`src/rtl/viterbi_seq_ctrl_pkg.sv`:
```
// Shared definitions for the radix-4 Viterbi decoder control path.
// Holds the sequencer state encoding and the default block geometry, which the
// traceback and extract blocks use as well.
package viterbi_seq_ctrl_pkg;

    // Sequencer phases; the encoding is fixed so other blocks can decode it.
    typedef enum logic [2:0] {
        StIdle    = 3'd0,
        StAcs     = 3'd1,
        StTb      = 3'd2,
        StExtract = 3'd3,
        StDone    = 3'd4
    } state_e;

    localparam int unsigned TB_DEPTH_DEF   = 30;  // trellis steps per block
    localparam int unsigned OUT_BEATS_DEF  = 15;  // extract beats per block
    localparam int unsigned TB_TIMEOUT_DEF = 255; // cycles allowed for traceback
    localparam int unsigned CNT_W_DEF      = 8;   // step/beat/timeout counter width

endpackage

```
`src/rtl/viterbi_seq_ctrl_if.sv`:
```
// Host, symbol-source and datapath-enable signals of the Viterbi phase sequencer.
//   master : the environment (host, symbol source, traceback unit) - drives i_*
//   slave  : the sequencer - drives o_*
//   i_start/i_abort      frame control from the host
//   i_sym_valid/last     symbol stream, o_sym_ready handshake, o_en_acs step enable
//   o_en_tb/i_tb_done    traceback run level and completion pulse
//   o_en_extract, o_out_valid, o_last_beat   extraction stage control
//   o_step_cnt, o_busy, o_frame_done, o_tb_err  status
interface viterbi_seq_ctrl_if #(
    parameter int unsigned CNT_W = viterbi_seq_ctrl_pkg::CNT_W_DEF
);
    logic             i_start;
    logic             i_abort;
    logic             i_sym_valid;
    logic             i_sym_last;
    logic             o_sym_ready;
    logic             o_en_acs;
    logic             o_en_tb;
    logic             i_tb_done;
    logic             o_en_extract;
    logic             o_out_valid;
    logic             o_last_beat;
    logic [CNT_W-1:0] o_step_cnt;
    logic             o_busy;
    logic             o_frame_done;
    logic             o_tb_err;

    modport master (
        output i_start, i_abort, i_sym_valid, i_sym_last, i_tb_done,
        input  o_sym_ready, o_en_acs, o_en_tb, o_en_extract, o_out_valid, o_last_beat,
               o_step_cnt, o_busy, o_frame_done, o_tb_err
    );

    modport slave (
        input  i_start, i_abort, i_sym_valid, i_sym_last, i_tb_done,
        output o_sym_ready, o_en_acs, o_en_tb, o_en_extract, o_out_valid, o_last_beat,
               o_step_cnt, o_busy, o_frame_done, o_tb_err
    );

endinterface

```
`src/rtl/viterbi_seq_ctrl_seq_cnt.sv`:
```
// Clearable up-counter with a terminal flag, used for the step, beat and
// traceback-timeout counts of the sequencer.
//   clk, rst  clock and asynchronous active-low reset
//   i_clr     synchronous clear to zero (wins over i_inc)
//   i_inc     count up by one
//   o_cnt     current count
//   o_last    count equals TERM-1, i.e. the next increment reaches TERM
module viterbi_seq_ctrl_seq_cnt
    import viterbi_seq_ctrl_pkg::*;
#(
    parameter int unsigned CNT_W = CNT_W_DEF,
    parameter int unsigned TERM  = TB_DEPTH_DEF
) (
    input  logic             clk,
    input  logic             rst,
    input  logic             i_clr,
    input  logic             i_inc,
    output logic [CNT_W-1:0] o_cnt,
    output logic             o_last
);

    localparam logic [CNT_W-1:0] LastVal = CNT_W'(TERM - 1);

    logic [CNT_W-1:0] cnt_q, cnt_d;

    always_comb begin
        cnt_d = cnt_q;
        if (i_clr) begin
            cnt_d = '0;
        end else if (i_inc) begin
            cnt_d = cnt_q + CNT_W'(1);
        end
    end

    always_ff @(posedge clk or negedge rst) begin
        if (!rst) begin
            cnt_q <= '0;
        end else begin
            cnt_q <= cnt_d;
        end
    end

    assign o_cnt  = cnt_q;
    assign o_last = (cnt_q == LastVal);

endmodule

```
`src/rtl/viterbi_seq_ctrl.sv`:
```
// Phase sequencer for the radix-4 Viterbi decoder. Accepts one symbol per
// trellis step, runs ACS for a block of up to TB_DEPTH steps, launches
// traceback, drives extraction for OUT_BEATS beats, and repeats per block
// until the frame's last symbol has been decoded.
//   clk, rst  clock and asynchronous active-low reset
//   bus       viterbi_seq_ctrl_if slave port: frame control, symbol
//             handshake, datapath enables and status (see interface file)
module viterbi_seq_ctrl
    import viterbi_seq_ctrl_pkg::*;
#(
    parameter int unsigned TB_DEPTH   = TB_DEPTH_DEF,
    parameter int unsigned OUT_BEATS  = OUT_BEATS_DEF,
    parameter int unsigned TB_TIMEOUT = TB_TIMEOUT_DEF,
    parameter int unsigned CNT_W      = CNT_W_DEF
) (
    input logic               clk,
    input logic               rst,
    viterbi_seq_ctrl_if.slave bus
);

    state_e state_q, state_d;
    logic   last_seen_q, last_seen_d;
    logic   tb_err_q, tb_err_d;
    logic   out_valid_q, out_valid_d;
    logic   last_beat_q, last_beat_d;

    logic             sym_ready, accept, en_tb, en_extract;
    logic             step_clr, beat_clr, to_clr;
    logic             step_last, beat_last, to_last;
    logic [CNT_W-1:0] step_cnt, beat_cnt, to_cnt;

    assign sym_ready  = (state_q == StAcs);
    assign accept     = bus.i_sym_valid & sym_ready;
    assign en_tb      = (state_q == StTb);
    assign en_extract = (state_q == StExtract);

    // Beat and timeout counts only live inside their own phase, so holding
    // them cleared elsewhere guarantees a zero start on every entry.
    assign beat_clr = !en_extract | bus.i_abort;
    assign to_clr   = !en_tb | bus.i_abort;

    viterbi_seq_ctrl_seq_cnt #(
        .CNT_W (CNT_W),
        .TERM  (TB_DEPTH)
    ) u_step_cnt (
        .clk    (clk),
        .rst    (rst),
        .i_clr  (step_clr),
        .i_inc  (accept),
        .o_cnt  (step_cnt),
        .o_last (step_last)
    );

    viterbi_seq_ctrl_seq_cnt #(
        .CNT_W (CNT_W),
        .TERM  (OUT_BEATS)
    ) u_beat_cnt (
        .clk    (clk),
        .rst    (rst),
        .i_clr  (beat_clr),
        .i_inc  (en_extract),
        .o_cnt  (beat_cnt),
        .o_last (beat_last)
    );

    viterbi_seq_ctrl_seq_cnt #(
        .CNT_W (CNT_W),
        .TERM  (TB_TIMEOUT)
    ) u_to_cnt (
        .clk    (clk),
        .rst    (rst),
        .i_clr  (to_clr),
        .i_inc  (en_tb),
        .o_cnt  (to_cnt),
        .o_last (to_last)
    );

    // Only the terminal flags of the beat and timeout counters are needed.
    logic unused_cnts;
    assign unused_cnts = ^{beat_cnt, to_cnt};

    always_comb begin
        state_d     = state_q;
        last_seen_d = last_seen_q;
        tb_err_d    = tb_err_q;
        step_clr    = 1'b0;

        unique case (state_q)
            StIdle: begin
                if (bus.i_start) begin
                    state_d     = StAcs;
                    last_seen_d = 1'b0;
                    tb_err_d    = 1'b0;
                    step_clr    = 1'b1;
                end
            end
            StAcs: begin
                if (accept) begin
                    if (bus.i_sym_last) begin
                        last_seen_d = 1'b1;
                    end
                    // step_last: this accept brings the count to TB_DEPTH
                    if (step_last || bus.i_sym_last) begin
                        state_d = StTb;
                    end
                end
            end
            StTb: begin
                // A done arriving on the final allowed cycle still wins.
                if (bus.i_tb_done) begin
                    state_d = StExtract;
                end else if (to_last) begin
                    tb_err_d = 1'b1;
                    state_d  = StDone;
                end
            end
            StExtract: begin
                if (beat_last) begin
                    if (last_seen_q) begin
                        state_d = StDone;
                    end else begin
                        state_d  = StAcs;
                        step_clr = 1'b1;
                    end
                end
            end
            StDone: begin
                state_d = StIdle;
            end
            default: begin
                state_d = StIdle;
            end
        endcase

        // Abort overrides everything but keeps the sticky error for the host.
        if (bus.i_abort) begin
            state_d     = StIdle;
            last_seen_d = 1'b0;
            tb_err_d    = tb_err_q;
            step_clr    = 1'b1;
        end
    end

    // Extract output is one pipeline stage behind its enable.
    always_comb begin
        out_valid_d = en_extract & !bus.i_abort;
        last_beat_d = en_extract & beat_last & last_seen_q & !bus.i_abort;
    end

    always_ff @(posedge clk or negedge rst) begin
        if (!rst) begin
            state_q     <= StIdle;
            last_seen_q <= 1'b0;
            tb_err_q    <= 1'b0;
            out_valid_q <= 1'b0;
            last_beat_q <= 1'b0;
        end else begin
            state_q     <= state_d;
            last_seen_q <= last_seen_d;
            tb_err_q    <= tb_err_d;
            out_valid_q <= out_valid_d;
            last_beat_q <= last_beat_d;
        end
    end

    assign bus.o_sym_ready  = sym_ready;
    assign bus.o_en_acs     = accept;
    assign bus.o_en_tb      = en_tb;
    assign bus.o_en_extract = en_extract;
    assign bus.o_out_valid  = out_valid_q;
    assign bus.o_last_beat  = last_beat_q;
    assign bus.o_step_cnt   = step_cnt;
    assign bus.o_busy       = (state_q != StIdle);
    assign bus.o_frame_done = (state_q == StDone);
    assign bus.o_tb_err     = tb_err_q;

endmodule

```
`src/flat_wrapper.sv`:
```
// flat-port wrapper written by rule: the top's interface ports become plain ports
module viterbi_seq_ctrl_flat import viterbi_seq_ctrl_pkg::*;
#(
    parameter int unsigned TB_DEPTH   = TB_DEPTH_DEF,
    parameter int unsigned OUT_BEATS  = OUT_BEATS_DEF,
    parameter int unsigned TB_TIMEOUT = TB_TIMEOUT_DEF,
    parameter int unsigned CNT_W      = CNT_W_DEF
)
  (clk, rst, bus_i_start, bus_i_abort, bus_i_sym_valid, bus_i_sym_last, bus_i_tb_done, bus_o_sym_ready, bus_o_en_acs, bus_o_en_tb, bus_o_en_extract, bus_o_out_valid, bus_o_last_beat, bus_o_step_cnt, bus_o_busy, bus_o_frame_done, bus_o_tb_err);
  viterbi_seq_ctrl_if #(.CNT_W(CNT_W)) bus_i ();
  input logic clk;
  input logic rst;
  input wire logic [$bits(bus_i.i_start)-1:0] bus_i_start;
  input wire logic [$bits(bus_i.i_abort)-1:0] bus_i_abort;
  input wire logic [$bits(bus_i.i_sym_valid)-1:0] bus_i_sym_valid;
  input wire logic [$bits(bus_i.i_sym_last)-1:0] bus_i_sym_last;
  input wire logic [$bits(bus_i.i_tb_done)-1:0] bus_i_tb_done;
  output wire logic [$bits(bus_i.o_sym_ready)-1:0] bus_o_sym_ready;
  output wire logic [$bits(bus_i.o_en_acs)-1:0] bus_o_en_acs;
  output wire logic [$bits(bus_i.o_en_tb)-1:0] bus_o_en_tb;
  output wire logic [$bits(bus_i.o_en_extract)-1:0] bus_o_en_extract;
  output wire logic [$bits(bus_i.o_out_valid)-1:0] bus_o_out_valid;
  output wire logic [$bits(bus_i.o_last_beat)-1:0] bus_o_last_beat;
  output wire logic [$bits(bus_i.o_step_cnt)-1:0] bus_o_step_cnt;
  output wire logic [$bits(bus_i.o_busy)-1:0] bus_o_busy;
  output wire logic [$bits(bus_i.o_frame_done)-1:0] bus_o_frame_done;
  output wire logic [$bits(bus_i.o_tb_err)-1:0] bus_o_tb_err;
  assign bus_i.i_start = bus_i_start;
  assign bus_i.i_abort = bus_i_abort;
  assign bus_i.i_sym_valid = bus_i_sym_valid;
  assign bus_i.i_sym_last = bus_i_sym_last;
  assign bus_i.i_tb_done = bus_i_tb_done;
  assign bus_o_sym_ready = bus_i.o_sym_ready;
  assign bus_o_en_acs = bus_i.o_en_acs;
  assign bus_o_en_tb = bus_i.o_en_tb;
  assign bus_o_en_extract = bus_i.o_en_extract;
  assign bus_o_out_valid = bus_i.o_out_valid;
  assign bus_o_last_beat = bus_i.o_last_beat;
  assign bus_o_step_cnt = bus_i.o_step_cnt;
  assign bus_o_busy = bus_i.o_busy;
  assign bus_o_frame_done = bus_i.o_frame_done;
  assign bus_o_tb_err = bus_i.o_tb_err;
  viterbi_seq_ctrl #(.TB_DEPTH(TB_DEPTH), .OUT_BEATS(OUT_BEATS), .TB_TIMEOUT(TB_TIMEOUT), .CNT_W(CNT_W)) u_core (.clk(clk), .rst(rst), .bus(bus_i));
endmodule
```
`config.mk`:
```
export PLATFORM = sky130hd
export DESIGN_NAME = viterbi_seq_ctrl_flat
export DESIGN_NICKNAME = d
export VERILOG_FILES = /design/src/rtl/viterbi_seq_ctrl_pkg.sv /design/src/rtl/viterbi_seq_ctrl_if.sv /design/src/rtl/viterbi_seq_ctrl_seq_cnt.sv /design/src/rtl/viterbi_seq_ctrl.sv /design/src/flat_wrapper.sv
export SDC_FILE = /design/constraint.sdc
export NUM_CORES = 1
export LEC_CHECK = 0
export ABC_AREA = 1
export CAP_MARGIN = 20
export CELL_PAD_IN_SITES_DETAIL_PLACEMENT = 1
export CELL_PAD_IN_SITES_GLOBAL_PLACEMENT = 1
export CORE_MARGIN = 2
export CORE_UTILIZATION = 39
export DETAILED_ROUTE_END_ITERATION = 8
export PLACE_DENSITY = 0.76
export SLEW_MARGIN = 20
export SYNTH_ARGS = -nofsm -noshare
export SYNTH_HDL_FRONTEND = slang
export SYNTH_SLANG_ARGS = --single-unit
```
`constraint.sdc`:
```
create_clock -name clk -period 1.8 [get_ports clk]
set_input_delay 0.36 -clock clk [delete_from_list [all_inputs] [get_ports clk]]
set_output_delay 0.36 -clock clk [all_outputs]
set_load 0.01 [all_outputs]
```
==> qor.txt <==
============================================================================
Count of pins on the block boundary ...........................           24
Family with the most delay on the worst path .................. buffers and inverters
Chain of cells forming the critical path ...................... buf_4, buf_4, nor2_4, clkdlybuf4s15_1
Overall track demand over capacity in global routing ..........        20.2%
Clock buffer depth ............................................            2
Number of antenna repair diodes ...............................            0
Data required time at the worst endpoint ......................      1.44 ns
Area enclosed by the die boundary ............................. 0.00497 mm^2
Yosys warns ...................................................            0
Final-report max-slew violation count .........................            0
Power per standard cell area ..................................  949 mW/mm^2
PnR Total Power ...............................................      2.13 mW
Initial drt markers ...........................................           96
Worst endpoint data arrival time ..............................      1.39 ns
Area of the core region ....................................... 0.00429 mm^2
# rows ........................................................           24
Die width .....................................................      70.5 um
Number of standard cells after synthesis ......................          226
Worst Setup Path Type ......................................... flop to output port
Antenna Violating Nets Remaining ..............................            0
Peak Freq .....................................................    0.572 GHz
Number of flops mapped to enable cells by yosys ...............            0
Fill cell total of the finished layout ........................          563
Via count of the routed design ................................         1670
Reg clk slew, reported paths ..................................      0.07 ns
Number of nets produced by synthesis ..........................          239
Headroom to the max-slew limit ................................        71.6%
Share of synthesized area occupied by flip-flops and latches ..        45.0%
CTS tree ......................................................        built
Leakage .......................................................      1.08 nW
Gpl congestion ................................................        0.838
Number of distinct library cells after synthesis ..............           26
CTS Buf Count .................................................            5
Yosys reg bits ................................................           31
CP Launch Type ................................................         flop
Routed len/inst ...............................................      13.8 um
Maximum number of pins on one net before global-route repair ..           32
Antenna violations before repair ..............................            0
Syn-to-layout area delta ......................................        30.2%
TritonRoute pass-1 iters ......................................            4
Biggest fanout along the worst timing path ....................            4
Measured slew at the worst slew-check pin .....................     0.427 ns
Total grt overflow ............................................            0
Critical path buffers and inverters ...........................            3
Hold violation total from the final report ....................            0
Hold-fix buffers, CTS .........................................            0
CP endpoint kind ..............................................  output port
Total Nets Final ..............................................          285
DR vias/cell ..................................................         5.14
Peak VDD IR ...................................................     0.514 mV
DRC violation count after routing .............................            0
Cell repeated most along the worst path ....................... sky130_fd_sc_hd__buf_4
Share of the clock period used by the worst path after layout .        97.2%
Clock sink count ..............................................           31
Slowest cell on the critical path ............................. sky130_fd_sc_hd__dfrtp_1
Fraction of layout cells with a size suffix above 1 ...........        15.0%
Via count of the first global-routing pass ....................         1728
Placed cell count .............................................          314
Initial core utilization ......................................        40.2%
Final period demand of the worst path .........................      1.75 ns
Path type of the worst min-delay path ......................... primary input to asynchronous set/reset pin
Post-synth top flop ........................................... sky130_fd_sc_hd__dfrtp_1
H-Tree Depth ..................................................            2
Highest cell delay on the worst timing path ...................      0.42 ns
Total setup violations reported at the end of the flow ........            0
RSZ-0062 raised after global routing ..........................        false
Number of buffer cells added on primary ports .................           23
Clock Latency Late Sink .......................................      0.29 ns
First-pass GRT wire length ....................................      7.92 mm
Final setup skew ..............................................   0.00250 ns
Post-route non-filler standard cell count .....................          325
Result of the run ............................................. finished clean
Total standard cell area after synthesis ...................... 0.00172 mm^2
Overall die height ............................................      70.5 um
Wire length reported by the detailed router ...................      4.48 mm
Post-synthesis async set-or-reset flop share ..................         100%
DP HPWL .......................................................      3.26 mm
Clock root buffer master ...................................... sky130_fd_sc_hd__clkbuf_8
Post-synthesis area per instance ..............................    7.63 um^2
Max-capacitance violation count ...............................            0
============================================================================
[repair_timing]
item,4_1_cts,5_1_grt
setup endpoints to repair,6,1
gates resized for setup,9,5
buffers inserted,0,3
[layout make-up]
cell class | instances | area, um^2 | area share [%]
clock inverter | 3 | 15.0 | 0.669
multi-input combinational | 162 | 843 | 37.6
clock buffer | 5 | 68.8 | 3.07
timing repair buffer | 40 | 355 | 15.8
tap | 52 | 65.1 | 2.90
sequential | 31 | 777 | 34.6
inverter | 32 | 120 | 5.35
[flip-flops by register name, indices dropped and copies added (netlist names)]
register	cells
u_core.bus.o_last_beat	1
u_core.last_seen_q	1
u_core.state_q	3
u_core.u_to_cnt.o_cnt	8
u_core.bus.o_tb_err	1
u_core.bus.o_out_valid	1
u_core.u_beat_cnt.o_cnt	8
u_core.u_step_cnt.o_cnt	8
[power breakdown]
group / internal, mW / switching (mW) / total, mW
registers: 0.743 / 0.0774 / 0.820
clock network: 0.264 / 0.281 / 0.546
logic: 0.330 / 0.435 / 0.765
total: 1.34 / 0.794 / 2.13
[path summary, 6_finish.rpt]
path / startpoint / end / slack (ns) / depth (start not counted)
max: u_core.state_q[2] / bus_o_en_extract / 0.05 / 4
min: rst / u_core.u_to_cnt.o_cnt[0] / 0.47 / 2
max reg2reg: u_core.u_beat_cnt.o_cnt[0] / u_core.state_q[0] / 0.25 / 9
min reg2reg: u_core.u_beat_cnt.o_cnt[0] / u_core.u_beat_cnt.o_cnt[0] / 0.48 / 1
max in group asynchronous: rst / u_core.state_q[0] / 0.99 / 2
min in group clk: u_core.u_beat_cnt.o_cnt[0] / u_core.u_beat_cnt.o_cnt[0] / 0.48 / 1
[cells by family after synthesis]
| family | count (synthesis) | share of synthesized area, % |
|---|---|---|
| and+or+nand+nor | 132 | 34.5 |
| buffers and inverters | 33 | 7.26 |
| DFF | 31 | 45.0 |
| AOI/OAI and AO/OA | 19 | 6.39 |
| adders and majority gates | 6 | 4.35 |
| xor gates and xnor gates | 5 | 2.54 |
[per-stage QoR]
stage / TNS [ns] / worst slack (ns) / hold WS [ns] / util (%) / instance area [um^2]
6_report: 0 / 0.0504 / 0.469 / 52.3 / 2240
5_1_grt: 0 / 0.000286 / 0.522 / 52.3 / 2240
4_1_cts: -0.140 / -0.140 / 0.486 / 51.5 / 2210
3_5_place_dp: -0.151 / -0.151 / 0.475 / 49.4 / 2120
3_3_place_gp: -0.141 / -0.141 / 0.473 / 49.4 / 2120
2_1_floorplan: 0 / 0.417 / 0.0644 / - / 1720
[cell usage in the layout, fill, tap and decap left out, drive strengths merged, types with 3 or more instances in the layout]
cell | Yosys | layout
ha | 6 | 6
clkinv | 0 | 3
nand3b | 4 | 4
clkbuf | 1 | 5
o21ai | 7 | 7
nor2 | 38 | 38
nand4 | 3 | 3
nor3 | 9 | 9
dfrtp | 31 | 31
buf | 0 | 17
nand2 | 51 | 51
dlygate4sd2 | 0 | 4
inv | 32 | 32
xor2 | 3 | 3
nand3 | 22 | 22
clkdlybuf4s50 | 0 | 17
a21oi | 10 | 10
[cells in the mapped netlist (3+ instances only)]
| library cell | number | share of area [%] |
|---|---|---|
| sky130_fd_sc_hd__nand2_1 | 50 | 11 |
| sky130_fd_sc_hd__nor2_1 | 35 | 7.6 |
| sky130_fd_sc_hd__dfrtp_1 | 31 | 45 |
| sky130_fd_sc_hd__inv_1 | 27 | 5.9 |
| sky130_fd_sc_hd__nand3_1 | 21 | 6.1 |
| sky130_fd_sc_hd__a21oi_1 | 9 | 2.6 |
| sky130_fd_sc_hd__nor3_1 | 9 | 2.6 |
| sky130_fd_sc_hd__ha_1 | 6 | 4.4 |
| sky130_fd_sc_hd__inv_2 | 5 | 1.1 |
| sky130_fd_sc_hd__o21ai_0 | 5 | 1.5 |
| sky130_fd_sc_hd__nand3b_1 | 4 | 1.7 |
| sky130_fd_sc_hd__nand4_1 | 3 | 1.1 |
| sky130_fd_sc_hd__xor2_1 | 3 | 1.5 |
[layer usage]
layer	vias up	part of all wire, %	global-route usage (%)
met4	0	1.8	8.97
li1	811	-	-
met1	815	46	25.4
met3	7	3.0	3.17
met5	-	0	0
met2	37	50	34.0
[worst reg2reg max path: cells and delay by family (launching register included)]
| kind | cells | cell delay [ns] |
|---|---|---|
| simple gates | 6 | 0.74 |
| flops | 1 | 0.41 |
| buf+inv | 2 | 0.22 |
| fa+ha+maj | 1 | 0.13 |
(Power assumes the default switching activity.)
